File: src/rtl/uart_pkg.sv
// Shared UART definitions: parity modes, transmitter FSM encoding and default widths.
// Intended to be reused by the buffered receiver as well.
package uart_pkg;

    localparam int CNT_W_DEFAULT = 32;

    localparam logic [1:0] PAR_NONE = 2'd0;
    localparam logic [1:0] PAR_EVEN = 2'd1;
    localparam logic [1:0] PAR_ODD  = 2'd2;

    typedef enum logic [2:0] {
        ST_IDLE,
        ST_START,
        ST_DATA,
        ST_PARITY,
        ST_STOP
    } tx_state_e;

    // Mode 3 is reserved and behaves like PAR_NONE.
    function automatic logic parity_enabled(input logic [1:0] mode);
        return (mode == PAR_EVEN) || (mode == PAR_ODD);
    endfunction

endpackage

File: src/rtl/uart_sync_fifo.sv
// Single-clock FIFO with show-ahead read data and a 0..FIFO_DEPTH occupancy count.
// Push while full and pop while empty are ignored.
module uart_sync_fifo #(
    parameter  int DATA_W     = 9,
    parameter  int FIFO_DEPTH = 16,
    localparam int AW         = $clog2(FIFO_DEPTH),
    localparam int LW         = AW + 1
) (
    input  logic              clk,
    input  logic              rst_n,
    input  logic              push_i,
    input  logic [DATA_W-1:0] push_data_i,
    input  logic              pop_i,
    output logic [DATA_W-1:0] pop_data_o,
    output logic              full_o,
    output logic              empty_o,
    output logic [LW-1:0]     level_o
);

    logic [DATA_W-1:0] mem_q [FIFO_DEPTH];
    logic [AW-1:0]     wr_ptr_q;
    logic [AW-1:0]     rd_ptr_q;
    logic [LW-1:0]     level_q;
    logic              do_push;
    logic              do_pop;

    assign full_o     = (level_q == LW'(FIFO_DEPTH));
    assign empty_o    = (level_q == '0);
    assign level_o    = level_q;
    assign pop_data_o = mem_q[rd_ptr_q];
    assign do_push    = push_i && !full_o;
    assign do_pop     = pop_i && !empty_o;

    // NOTE: storage has no reset; only pointers and level define validity, so the array maps to plain RAM.
    always_ff @(posedge clk) begin
        if (do_push) begin
            mem_q[wr_ptr_q] <= push_data_i;
        end
    end

    always_ff @(posedge clk or negedge rst_n) begin
        if (!rst_n) begin
            wr_ptr_q <= '0;
            rd_ptr_q <= '0;
            level_q  <= '0;
        end else begin
            if (do_push) begin
                wr_ptr_q <= wr_ptr_q + AW'(1);
            end
            if (do_pop) begin
                rd_ptr_q <= rd_ptr_q + AW'(1);
            end
            case ({do_push, do_pop})
                2'b10:   level_q <= level_q + LW'(1);
                2'b01:   level_q <= level_q - LW'(1);
                default: level_q <= level_q;
            endcase
        end
    end

endmodule

File: src/rtl/uart_tx_buffered.sv
// FIFO-buffered UART transmitter: queues pushed words and sends LSB-first frames with
// runtime-selectable data width, parity and stop bits; frame settings are latched at pop.
module uart_tx_buffered
    import uart_pkg::*;
#(
    parameter  int DATA_W     = 9,
    parameter  int FIFO_DEPTH = 16,
    parameter  int CNT_W      = CNT_W_DEFAULT,
    localparam int LVL_W      = $clog2(FIFO_DEPTH) + 1
) (
    input  logic              clk,
    input  logic              rst_n,
    input  logic [CNT_W-1:0]  clk_div,
    input  logic [3:0]        cfg_bits,
    input  logic [1:0]        cfg_parity,
    input  logic              cfg_stop2,
    input  logic              tx_en,
    input  logic              wr_valid,
    input  logic [DATA_W-1:0] wr_data,
    output logic              wr_ready,
    output logic              tx,
    output logic              busy,
    output logic              tx_done,
    output logic [LVL_W-1:0]  fifo_level
);

    localparam logic [3:0] BITS_MIN = 4'd5;
    localparam logic [3:0] BITS_MAX = 4'(DATA_W);

    tx_state_e         state_q, state_d;
    logic [CNT_W-1:0]  cnt_q, cnt_d;
    logic [CNT_W-1:0]  div_last_q, div_last_d;
    logic [3:0]        bit_idx_q, bit_idx_d;
    logic [3:0]        bits_last_q, bits_last_d;
    logic [DATA_W-1:0] shift_q, shift_d;
    logic              par_bit_q, par_bit_d;
    logic              par_en_q, par_en_d;
    logic              stop2_q, stop2_d;
    logic              tx_q, tx_d;

    logic              fifo_pop;
    logic              fifo_full;
    logic              fifo_empty;
    logic [DATA_W-1:0] fifo_rd_data;
    logic [DATA_W-1:0] masked_data;
    logic [3:0]        bits_eff;
    logic [CNT_W-1:0]  div_eff_last;
    logic              bit_last;
    logic              stop_last;

    uart_sync_fifo #(
        .DATA_W     (DATA_W),
        .FIFO_DEPTH (FIFO_DEPTH)
    ) u_fifo (
        .clk         (clk),
        .rst_n       (rst_n),
        .push_i      (wr_valid),
        .push_data_i (wr_data),
        .pop_i       (fifo_pop),
        .pop_data_o  (fifo_rd_data),
        .full_o      (fifo_full),
        .empty_o     (fifo_empty),
        .level_o     (fifo_level)
    );

    // Frame settings as they will be latched at the next pop.
    assign bits_eff     = (cfg_bits < BITS_MIN || cfg_bits > BITS_MAX) ? BITS_MAX : cfg_bits;
    assign div_eff_last = (clk_div == '0) ? '0 : clk_div - CNT_W'(1);

    always_comb begin
        masked_data = '0;
        for (int i = 0; i < DATA_W; i++) begin
            if (4'(i) < bits_eff) begin
                masked_data[i] = fifo_rd_data[i];
            end
        end
    end

    assign bit_last  = (cnt_q == div_last_q);
    assign stop_last = (bit_idx_q[0] == stop2_q);

    // NOTE: every variable gets a default before the case so no path leaves one unassigned (no latches).
    always_comb begin
        state_d     = state_q;
        cnt_d       = cnt_q;
        div_last_d  = div_last_q;
        bit_idx_d   = bit_idx_q;
        bits_last_d = bits_last_q;
        shift_d     = shift_q;
        par_bit_d   = par_bit_q;
        par_en_d    = par_en_q;
        stop2_d     = stop2_q;
        tx_d        = tx_q;
        fifo_pop    = 1'b0;

        if (state_q != ST_IDLE) begin
            cnt_d = bit_last ? '0 : cnt_q + CNT_W'(1);
        end

        case (state_q)
            ST_IDLE: begin
                tx_d = 1'b1;
                if (tx_en && !fifo_empty) begin
                    fifo_pop    = 1'b1;
                    state_d     = ST_START;
                    cnt_d       = '0;
                    tx_d        = 1'b0;
                    shift_d     = masked_data;
                    par_bit_d   = (cfg_parity == PAR_ODD) ? ~^masked_data : ^masked_data;
                    par_en_d    = parity_enabled(cfg_parity);
                    stop2_d     = cfg_stop2;
                    div_last_d  = div_eff_last;
                    bits_last_d = bits_eff - 4'd1;
                end
            end
            ST_START: begin
                if (bit_last) begin
                    state_d   = ST_DATA;
                    bit_idx_d = '0;
                    tx_d      = shift_q[0];
                end
            end
            ST_DATA: begin
                if (bit_last) begin
                    if (bit_idx_q == bits_last_q) begin
                        bit_idx_d = '0;
                        if (par_en_q) begin
                            state_d = ST_PARITY;
                            tx_d    = par_bit_q;
                        end else begin
                            state_d = ST_STOP;
                            tx_d    = 1'b1;
                        end
                    end else begin
                        bit_idx_d = bit_idx_q + 4'd1;
                        shift_d   = shift_q >> 1;
                        tx_d      = shift_q[1];
                    end
                end
            end
            ST_PARITY: begin
                if (bit_last) begin
                    state_d   = ST_STOP;
                    bit_idx_d = '0;
                    tx_d      = 1'b1;
                end
            end
            ST_STOP: begin
                if (bit_last) begin
                    tx_d = 1'b1;
                    if (stop_last) begin
                        state_d = ST_IDLE;
                    end else begin
                        bit_idx_d = 4'd1;
                    end
                end
            end
            default: begin
                state_d = ST_IDLE;
                tx_d    = 1'b1;
            end
        endcase
    end

    // NOTE: state registers use non-blocking assignments so every flop samples pre-edge values.
    always_ff @(posedge clk or negedge rst_n) begin
        if (!rst_n) begin
            state_q     <= ST_IDLE;
            cnt_q       <= '0;
            div_last_q  <= '0;
            bit_idx_q   <= '0;
            bits_last_q <= '0;
            shift_q     <= '0;
            par_bit_q   <= 1'b0;
            par_en_q    <= 1'b0;
            stop2_q     <= 1'b0;
            tx_q        <= 1'b1;
        end else begin
            state_q     <= state_d;
            cnt_q       <= cnt_d;
            div_last_q  <= div_last_d;
            bit_idx_q   <= bit_idx_d;
            bits_last_q <= bits_last_d;
            shift_q     <= shift_d;
            par_bit_q   <= par_bit_d;
            par_en_q    <= par_en_d;
            stop2_q     <= stop2_d;
            tx_q        <= tx_d;
        end
    end

    assign tx       = tx_q;
    assign busy     = (state_q != ST_IDLE);
    assign tx_done  = (state_q == ST_STOP) && bit_last && stop_last;
    assign wr_ready = !fifo_full;

endmodule

File: config.mk
export PLATFORM = sky130hd
export DESIGN_NAME = uart_tx_buffered
export DESIGN_NICKNAME = d
export VERILOG_FILES = /design/src/rtl/uart_pkg.sv /design/src/rtl/uart_sync_fifo.sv /design/src/rtl/uart_tx_buffered.sv
export SDC_FILE = /design/constraint.sdc
export NUM_CORES = 1
export LEC_CHECK = 0
export ABC_AREA = 1
export CAP_MARGIN = 20
export CORE_ASPECT_RATIO = 1.75
export CORE_MARGIN = 1
export CORE_UTILIZATION = 60
export CTS_CLUSTER_DIAMETER = 100
export DETAILED_ROUTE_END_ITERATION = 10
export PLACE_DENSITY = 0.79
export SYNTH_ARGS = -nofsm -noshare
export SYNTH_HDL_FRONTEND = slang
export SYNTH_SLANG_ARGS = --single-unit
File: constraint.sdc
create_clock -name clk -period 5.8 [get_ports clk]
set_input_delay 0.87 -clock clk [delete_from_list [all_inputs] [get_ports clk]]
set_output_delay 0.87 -clock clk [all_outputs]
set_load 0.02 [all_outputs]
==> impl_metrics.json, run 1 <==
{
  "run_status": "finished clean",
  "cts_tree": "yes",
  "num_vias": 9721,
  "grt_first_pass_wirelength_mm": 48.9,
  "mostFrequentLayoutCells": "397 x nand2_1, 152 x inv_1, 144 x edfxtp_1",
  "ys_types": 50,
  "grt-ovfl-total": 0,
  "rsz0062_at_grt": "false",
  "grt_usage_pct": 29.8,
  "ys.flop_type": "edfxtp_1",
  "n_antenna_cell": 0,
  "wl_per_cell_um": 18.4,
  "cts-htree-levels": 1,
  "initial_core_util_pct": 61.5,
  "coreArea_um2": 20400,
  "gp_congestion": 0.919,
  "via_per_inst": 5.72,
  "ctsHoldBuffers": 0,
  "p_leak_nw": 6.04,
  "postRouteWirelength_mm": 31.3,
  "drc": 0,
  "criticalPathCategory": "reg2out",
  "post_cts_resized": 0,
  "cts_buffers": 22,
  "layout_commonest_cell": "nand2_1",
  "drt-pass1-iter-count": 5,
  "ys_async_sr_fraction_pct": 41.2,
  "power_density_nw_per_um2": 281,
  "setup_viol": 0,
  "ant_nets": 0,
  "avgSynthCellArea_um2": 9.01,
  "antenna_found_initial": 0,
  "cts_setup_buffers": 0,
  "clk_path_buf_depth": 3,
  "clock_latency_ps": 520,
  "cp_max_fo": 6,
  "fmaxAchievable_mhz": 271,
  "hp-class": "in2async",
  "dieArea_um2": 21500,
  "tns_ps": 0,
  "dp_hpwl_mm": 22.1,
  "synth_seq_cells": 245,
  "utilization_pct": 68.3,
  "die_x_um": 111,
  "ys_seq_area_share_pct": 54.7,
  "fin_crit_ps": 3700,
  "yosysWarningCount": 0,
  "clk_pin_slew_worst_paths_ps": 70,
  "ioPinCount": 61,
  "fin_skew_ps": 22.1,
  "syn-num-nets": 1458,
  "tightestPinTransition_ps": 1110,
  "critPathLaunchType": "flip-flop",
  "io_buffers": 60,
  "irDropWorstVdd_uv": 207,
  "syn_to_final_growth_pct": 11.1,
  "synth-edff-count": 144,
  "critPathArrivalTime_ps": 2830,
  "clock_sinks": 245,
  "drt_iter0_drc": 721,
  "grt_max_degree": 70,
  "fin_crit_sh_pct": 63.7,
  "row_count": 69,
  "cp.required_ps": 4930,
  "cp-end-kind": "primary output",
  "cap_viol_max_count": 0,
  "fin_nets": 1503,
  "clockRootBuffer": "clkbuf_16",
  "slew-limit-headroom_pct": 25.5,
  "finalHoldViolCount": 0,
  "drive_gt1_share_pct": 6.20,
  "die_h_um": 193,
  "synth_area_um2": 12500,
  "first_global_vias": 9721,
  "slew_viol_final": 0,
  "synthCells": 1391
}
==> critical path, stage by stage, from the launching register on <==
cell and delay (ps):
dfrtp_1 460, inv_2 60, nand2_1 60, nand4_1 210, nor2_1 150, nand2_1 70
nor4b_2 240, nand2_2 190, nor3_1 210, clkdlybuf4s50_1 640
==> synthesized netlist by cell type (2+ instances only) <==
master	instances	share of area, %
clkbuf_1	5	0.15
buf_2	28	1.1
o21ai_0	47	1.9
a21oi_1	11	0.44
edfxtp_1	144	35
buf_4	5	0.30
nand4_2	2	0.20
xnor2_1	15	1.0
o22ai_1	37	1.8
nor3_1	22	0.88
a31oi_1	3	0.15
nand3_1	134	5.4
a211oi_1	2	0.12
nand2_2	6	0.30
dfrtp_1	100	20
nand3b_1	2	0.12
o31ai_1	3	0.18
o21ai_1	9	0.36
nand3_2	2	0.16
ha_1	14	1.4
nand4_1	19	0.95
nand2_1	397	12
or2_2	6	0.30
nor3_2	5	0.40
xor2_1	63	4.4
nor3_4	5	0.65
inv_2	10	0.30
clkinv_1	3	0.090
nor2_1	103	3.1
nor4_1	9	0.45
inv_1	152	4.6
buf_6	7	0.63
nor2_4	2	0.18
nor2_2	3	0.15
==> path summary, 6_finish.rpt <==
| path | slack [ps] | to | start | cells after the start |
|---|---|---|---|---|
| max reg2reg | 2790 | par_bit_q | u_fifo.rd_ptr_q[2] | 13 |
| min | 420 | bit_idx_q[2] | rst_n | 1 |
| max in group asynchronous | 4290 | div_last_q[24] | rst_n | 2 |
| min in group clk | 470 | shift_q[3] | shift_q[3] | 2 |
| max | 2100 | tx_done | cnt_q[22] | 9 |
| min reg2reg | 470 | shift_q[3] | shift_q[3] | 2 |
==> state kept, by name (all words and copies together) (netlist names), 3 cells and up <==
signal           flops
bit_idx_q            4
bits_last_q          4
cnt_q               32
div_last_q          32
shift_q              9
state_q              3
u_fifo.level_o       5
u_fifo.mem_q       144
u_fifo.rd_ptr_q      4
u_fifo.wr_ptr_q      4
==> layout make-up <==
| type | instances | area [um2] |
|---|---|---|
| inverter | 166 | 626 |
| timing repair buffer | 67 | 658 |
| tap | 248 | 310 |
| clock inverter | 8 | 106 |
| fill | 1588 | 6450 |
| clock buffer | 32 | 588 |
| multi-input combinational | 934 | 4780 |
| sequential | 245 | 6850 |
==> routing by layer <==
| layer | share of wire [%] | track usage [%] | routed length [um] |
|---|---|---|---|
| met1 | 34 | 29.2 | 10600 |
| met2 | 54 | 57.8 | 17000 |
| met3 | 4.0 | 2.84 | 1240 |
| met4 | 7.7 | 22.5 | 2390 |
| met5 | 0 | 0 | 0 |
==> through the flow <==
stage               worst slack, ps  hold slack, ps  area (um2)  std cells  total power, W
global placement               2480             456       13200       1658         0.00250
floorplan                      3060             437       12500       1391         0.00231
global route                   1960             463       13900       1700         0.00404
CTS                            2090             432       13900       1698         0.00392
finish                         2100             416       13900       1700         0.00391
detailed placement             2410             460       13200       1658         0.00251
==> logic make-up (layout without fill, tap and decap cells) <==
kind of cell / count (synthesis) / in the layout / share of synthesized area [%]
AND/OR/NAND/NOR: 720 / 720 / 25.4
flip-flops: 245 / 245 / 54.7
buffers and inverters: 212 / 273 / 7.22
AO/OA/AOI/OAI: 121 / 121 / 5.70
XOR/XNOR: 78 / 78 / 5.45
adder cells (fa/ha/maj): 15 / 15 / 1.56
==> power by group <==
| group | switching [W] | internal (W) | total, W |
|---|---|---|---|
| Clock | 0.000631 | 0.000801 | 0.00143 |
| Combinational | 0.000288 | 0.000149 | 0.000437 |
| Sequential | 0.0000561 | 0.00199 | 0.00204 |
Note: power is estimated with default switching activity, not from simulation.
==> run 2, diff against run 1 <==
--- a/config.mk
+++ b/config.mk
@@ -9,10 +9,10 @@
 export CAP_MARGIN = 20
 export CORE_ASPECT_RATIO = 1.75
 export CORE_MARGIN = 1
-export CORE_UTILIZATION = 60
+export CORE_UTILIZATION = 55
 export CTS_CLUSTER_DIAMETER = 100
 export DETAILED_ROUTE_END_ITERATION = 10
-export PLACE_DENSITY = 0.79
+export PLACE_DENSITY = 0.77
 export SYNTH_ARGS = -nofsm -noshare
 export SYNTH_HDL_FRONTEND = slang
 export SYNTH_SLANG_ARGS = --single-unit
==> constraint.sdc (replaced) <==
create_clock -name clk -period 2.98 [get_ports clk]
set_input_delay 0.447 -clock clk [delete_from_list [all_inputs] [get_ports clk]]
set_output_delay 0.447 -clock clk [all_outputs]
set_load 0.02 [all_outputs]
==> run 2 against run 1 <==
Net effect:
- critical path depth did not move
- cell count rose by 4.6%
- clock power rose by 120%
- sequential share of layout area fell by 1.6 points
- non-clock buffer count rose by 31
- first-iteration DRC count fell by 5.3%
- core utilization fell by 3.6 points
- die area rose by 9.0%
- clock skew fell by 3.6 ps
- count of clock-buffer cells in the layout fell by 2
- worst setup slack got worse by 1900 ps
- worst hold slack improved by 58 ps
==> impl_metrics.json, run 2 (same netlist as run 1, synthesis figures left out) <==
{
  "cts_buffers": 22,
  "coreArea_um2": 22300,
  "die_h_um": 202,
  "dieArea_um2": 23400,
  "via_per_inst": 5.48,
  "fillers": 1866,
  "drt_iter0_drc": 683,
  "top_regs": "u_fifo.mem_q x144, cnt_q x32, div_last_q x32",
  "fmaxAchievable_mhz": 362,
  "wl_per_cell_um": 17.6,
  "cts-htree-levels": 1,
  "cpMostUsedCell": "nand2_1",
  "tightestPinTransition_ps": 828,
  "syn_to_final_growth_pct": 14.9,
  "drt-pass1-iter-count": 5,
  "clock_sinks": 245,
  "run_status": "finished clean",
  "criticalPathCategory": "reg2out",
  "grt_usage_pct": 28.0,
  "dp_hpwl_mm": 22.9,
  "fin_nets": 1534,
  "power_density_nw_per_um2": 560,
  "fin_crit_sh_pct": 92.6,
  "finalHoldViolCount": 0,
  "cts_tree": "yes",
  "critPathArrivalTime_ps": 2310,
  "row_count": 72,
  "grt-ovfl-total": 0,
  "grt_first_pass_wirelength_mm": 49.4,
  "antenna_found_initial": 0,
  "fin_crit_ps": 2760,
  "mostFrequentLayoutCells": "397 x nand2_1, 152 x inv_1, 144 x edfxtp_1",
  "cp_max_fo": 5,
  "first_global_vias": 9920,
  "cpPeakStageDelay_ps": 460,
  "drc": 0,
  "clockRootBuffer": "clkbuf_16",
  "largest_register_ffs": 144,
  "critPathLaunchType": "flip-flop",
  "p_leak_nw": 6.29,
  "cp-end-kind": "primary output",
  "layout_commonest_cell": "nand2_1",
  "n_antenna_cell": 0,
  "ant_nets": 0,
  "drive_gt1_share_pct": 8.77,
  "tns_ps": 0,
  "rsz0062_at_grt": "false",
  "die_x_um": 116,
  "initial_core_util_pct": 56.3,
  "slew_viol_final": 0,
  "cp_slowest_cell": "dfrtp_1",
  "num_vias": 9747,
  "slew-limit-headroom_pct": 44.6,
  "fin_skew_ps": 18.4,
  "clock_latency_ps": 520,
  "crit_chain": "inv_2 -> nand2_1 -> nand4_1 -> nor2_1 -> nand2_1 -> nor4b_2 -> nand2_2 -> nor3_1 -> clkbuf_2",
  "top_register": "u_fifo.mem_q",
  "ioPinCount": 61,
  "hp-class": "reg2reg",
  "setup_viol": 0,
  "irDropWorstVdd_uv": 465,
  "utilization_pct": 64.7,
  "gp_congestion": 1.00,
  "cp.required_ps": 2530,
  "cap_viol_max_count": 0,
  "clk_path_buf_depth": 3,
  "postRouteWirelength_mm": 31.4,
  "grt_max_degree": 79,
  "clk_pin_slew_worst_paths_ps": 70,
  "io_buffers": 60
}
## run 2: changes by cell type in the layout (fill, tap and decap cells not counted), moves of 3 or more
cell / before / now
bufinv_16: 2 / 5
buf_12: 0 / 4
buf_4: 7 / 34
clkbuf_8: 0 / 4
clkbuf_1: 10 / 3
## run 2: area by class of cell
class                   instances  area (um2)  share of cell area [%]
flip-flops and latches        245        6850                    47.6
inverters                     166         626                    4.35
multi-input cells             934        4780                    33.2
clock buffers                  30         642                    4.46
well taps                     296         370                    2.57
clock inverters                10         190                    1.32
repair buffers                 98         931                    6.47
## run 2: power breakdown
group	switching (W)	internal, W
Clock	0.00125	0.00195
Combinational	0.000557	0.000329
Sequential	0.000111	0.00386
## run 2: metrics by stage
stage / instances / hold WS, ps / worst slack [ps] / total power, W / area (um2)
after floorplan: 1391 / 151 / 244 / 0.00449 / 12500
after global placement: 1738 / 454 / 238 / 0.00488 / 13600
after detailed placement: 1738 / 458 / 276 / 0.00492 / 13600
after CTS: 1779 / 472 / 88.5 / 0.00809 / 14400
after global routing: 1779 / 498 / 55.1 / 0.00835 / 14400
final: 1779 / 474 / 221 / 0.00806 / 14400
## run 2: worst paths after layout
| check | start | endpoint | slack [ps] | cells past startpoint |
|---|---|---|---|---|
| max in group asynchronous | rst_n | u_fifo.level_o[2] | 1730 | 3 |
| min | shift_q[2] | shift_q[2] | 470 | 2 |
| max | cnt_q[22] | tx_done | 220 | 9 |
| min in group asynchronous | rst_n | bits_last_q[2] | 500 | 2 |
| max reg2reg | state_q[0] | u_fifo.level_o[4] | 410 | 14 |
| min reg2reg | shift_q[2] | shift_q[2] | 470 | 2 |
## run 2: routing by layer
layer	vias to the layer above	share of wire [%]	track usage, %
met3	112	3.3	2.83
li1	4726	-	-
met1	4623	34	27.8
met4	0	6.8	18.5
met5	-	0	0
met2	286	56	52.9
## run 2: repair_timing
item,in CTS,in global routing
buffers inserted,0,0
resized for setup,2,3
hold endpoints to repair,43,0
hold buffers,1,0
setup endpoints to repair,1,1
## run 2: worst max-delay path, delay by kind of cell, from the launching register on
| kind | cells | cell delay (ps) |
|---|---|---|
| DFF | 1 | 460 |
| and+or+nand+nor | 7 | 1060 |
| buffers and inverters | 2 | 290 |
==> run 3, diff against run 2 <==
--- a/config.mk
+++ b/config.mk
@@ -8,7 +8,7 @@
 export ABC_AREA = 1
 export CAP_MARGIN = 20
 export CORE_ASPECT_RATIO = 1.75
-export CORE_MARGIN = 1
+export CORE_MARGIN = 4
 export CORE_UTILIZATION = 55
 export CTS_CLUSTER_DIAMETER = 100
 export DETAILED_ROUTE_END_ITERATION = 10
==> run 3 against run 2 <==
Net effect:
- maximum frequency shrank 1.0%
- cell count grew 0.28%
- register-to-register slack is essentially flat
- clock power shrank 11%
- count of clock-buffer cells in the layout grew 1
- core utilization shrank 0.33 points
- critical path type unchanged
==> impl_metrics.json, run 3 (same netlist as run 1, synthesis figures left out) <==
{
  "grt-ovfl-total": 0,
  "num_vias": 9880,
  "cap_viol_max_count": 0,
  "die_h_um": 208,
  "gp_congestion": 0.984,
  "drive_gt1_share_pct": 8.74,
  "pre_cts_ws_ps": 212,
  "drc": 0,
  "io_buffers": 60,
  "dpl_cell_area_um2": 13600,
  "tns_ps": 0,
  "via_per_inst": 5.54,
  "ioPinCount": 61,
  "rsz0062_at_grt": "false",
  "clock_latency_ps": 510,
  "n_antenna_cell": 0,
  "postLayoutCellArea_um2": 14300,
  "drt_iter0_drc": 710,
  "fin_crit_ps": 2790,
  "syn_to_final_growth_pct": 14.3,
  "irDropWorstVdd_uv": 384,
  "fmaxAchievable_mhz": 359,
  "ant_nets": 0,
  "cts_tree": "yes",
  "hp-class": "reg2reg",
  "fin_crit_sh_pct": 93.5,
  "top_regs": "u_fifo.mem_q x144, cnt_q x32, div_last_q x32",
  "antenna_found_initial": 0,
  "slew-limit-headroom_pct": 43.5,
  "cp.required_ps": 2530,
  "layout_commonest_cell": "nand2_1",
  "die_x_um": 122,
  "postRouteWirelength_mm": 31.9,
  "run_status": "finished clean",
  "power_density_nw_per_um2": 539,
  "cts-htree-levels": 1,
  "clk_path_buf_depth": 3,
  "critPathArrivalTime_ps": 2340,
  "top_register": "u_fifo.mem_q",
  "dp_cells": 1743,
  "fin_skew_ps": 9.91,
  "criticalPathCategory": "reg2out",
  "clk_pin_slew_worst_paths_ps": 70,
  "dp_hpwl_mm": 23.2,
  "mostFrequentLayoutCells": "397 x nand2_1, 152 x inv_1, 144 x edfxtp_1",
  "row_count": 72,
  "wl_per_cell_um": 17.9,
  "grt_usage_pct": 25.8,
  "fillers": 1813,
  "grt_first_pass_wirelength_mm": 51.5,
  "clock_sinks": 245,
  "grt_max_degree": 79,
  "dieArea_um2": 25400,
  "first_global_vias": 10214,
  "initial_core_util_pct": 56.3,
  "critPathLaunchType": "flip-flop",
  "tightestPinTransition_ps": 844,
  "cts_setup_buffers": 0,
  "cp-end-kind": "primary output",
  "p_leak_nw": 6.25,
  "cts_buffers": 22,
  "drt-pass1-iter-count": 5,
  "stdcell_count": 1784,
  "largest_register_ffs": 144,
  "finalHoldViolCount": 0,
  "clockRootBuffer": "clkbuf_16",
  "fin_nets": 1539,
  "coreArea_um2": 22300,
  "slew_viol_final": 0,
  "cp_max_fo": 4,
  "setup_viol": 0,
  "setup_ws_ps": 192
}
## run 3: changes by cell type in the layout (fill, tap and decap cells not counted)
cell	change
clkbuf_8	-2
clkinvlp_2	+3
clkbuf_1	+3
bufinv_16	-3
buf_4	+5
clkinv_8	-1
clkinv_1	+2
clkinv_2	-2
## run 3: through the flow
step | utilization [%] | total power [W] | hold WS, ps
2_1_floorplan | - | 0.00449 | 151
3_3_place_gp | 61.1 | 0.00489 | 454
3_5_place_dp | 61.1 | 0.00493 | 460
4_1_cts | 64.4 | 0.00777 | 468
5_1_grt | 64.4 | 0.00801 | 507
6_report | 64.4 | 0.00772 | 472
## run 3: final cells by class
cell class / instances / area, um2 / share of cell area [%]
clock inverters: 9 / 96.3 / 0.673
inverters: 166 / 626 / 4.37
clock buffers: 31 / 626 / 4.37
multi-input cells: 934 / 4780 / 33.4
flip-flops and latches: 245 / 6850 / 47.9
well taps: 296 / 370 / 2.59
repair buffers: 103 / 968 / 6.76
## run 3: per-layer routing
layer  global-route usage, %  wire length (um)
met1                    26.3             10800
met2                    48.2             17500
met3                    2.56              1200
met4                    17.0              2380
met5                       0                 0
## run 3: critical path, stage by stage (launching register included)
cell      delay (ps)
dfrtp_1          440
xor2_1           220
nor4_1           340
nand2_1          100
nor2_1           190
nand2_2          110
nor3_1           210
clkbuf_2         220
## run 3: repair_timing
item                                   4_1_cts  5_1_grt
hold buffers                                 1        0
gates cloned                                 0        0
setup endpoints to repair                    1        1
gates resized for setup                      3        2
endpoints found under the hold margin        3        0
## run 3: path summary, 6_finish.rpt
kind,startpoint,endpoint,slack [ps],depth (start not counted)
max,cnt_q[2],tx_done,190,7
min,shift_q[6],shift_q[6],470,2
max reg2reg,state_q[0],u_fifo.level_o[4],410,14
min reg2reg,shift_q[6],shift_q[6],470,2
max in group asynchronous,rst_n,tx,1720,3
min in group asynchronous,rst_n,shift_q[5],520,2
## run 3: where the power goes
group          internal, W  switching, W
logic             0.000331      0.000570
registers          0.00386      0.000109
clock network      0.00164       0.00121
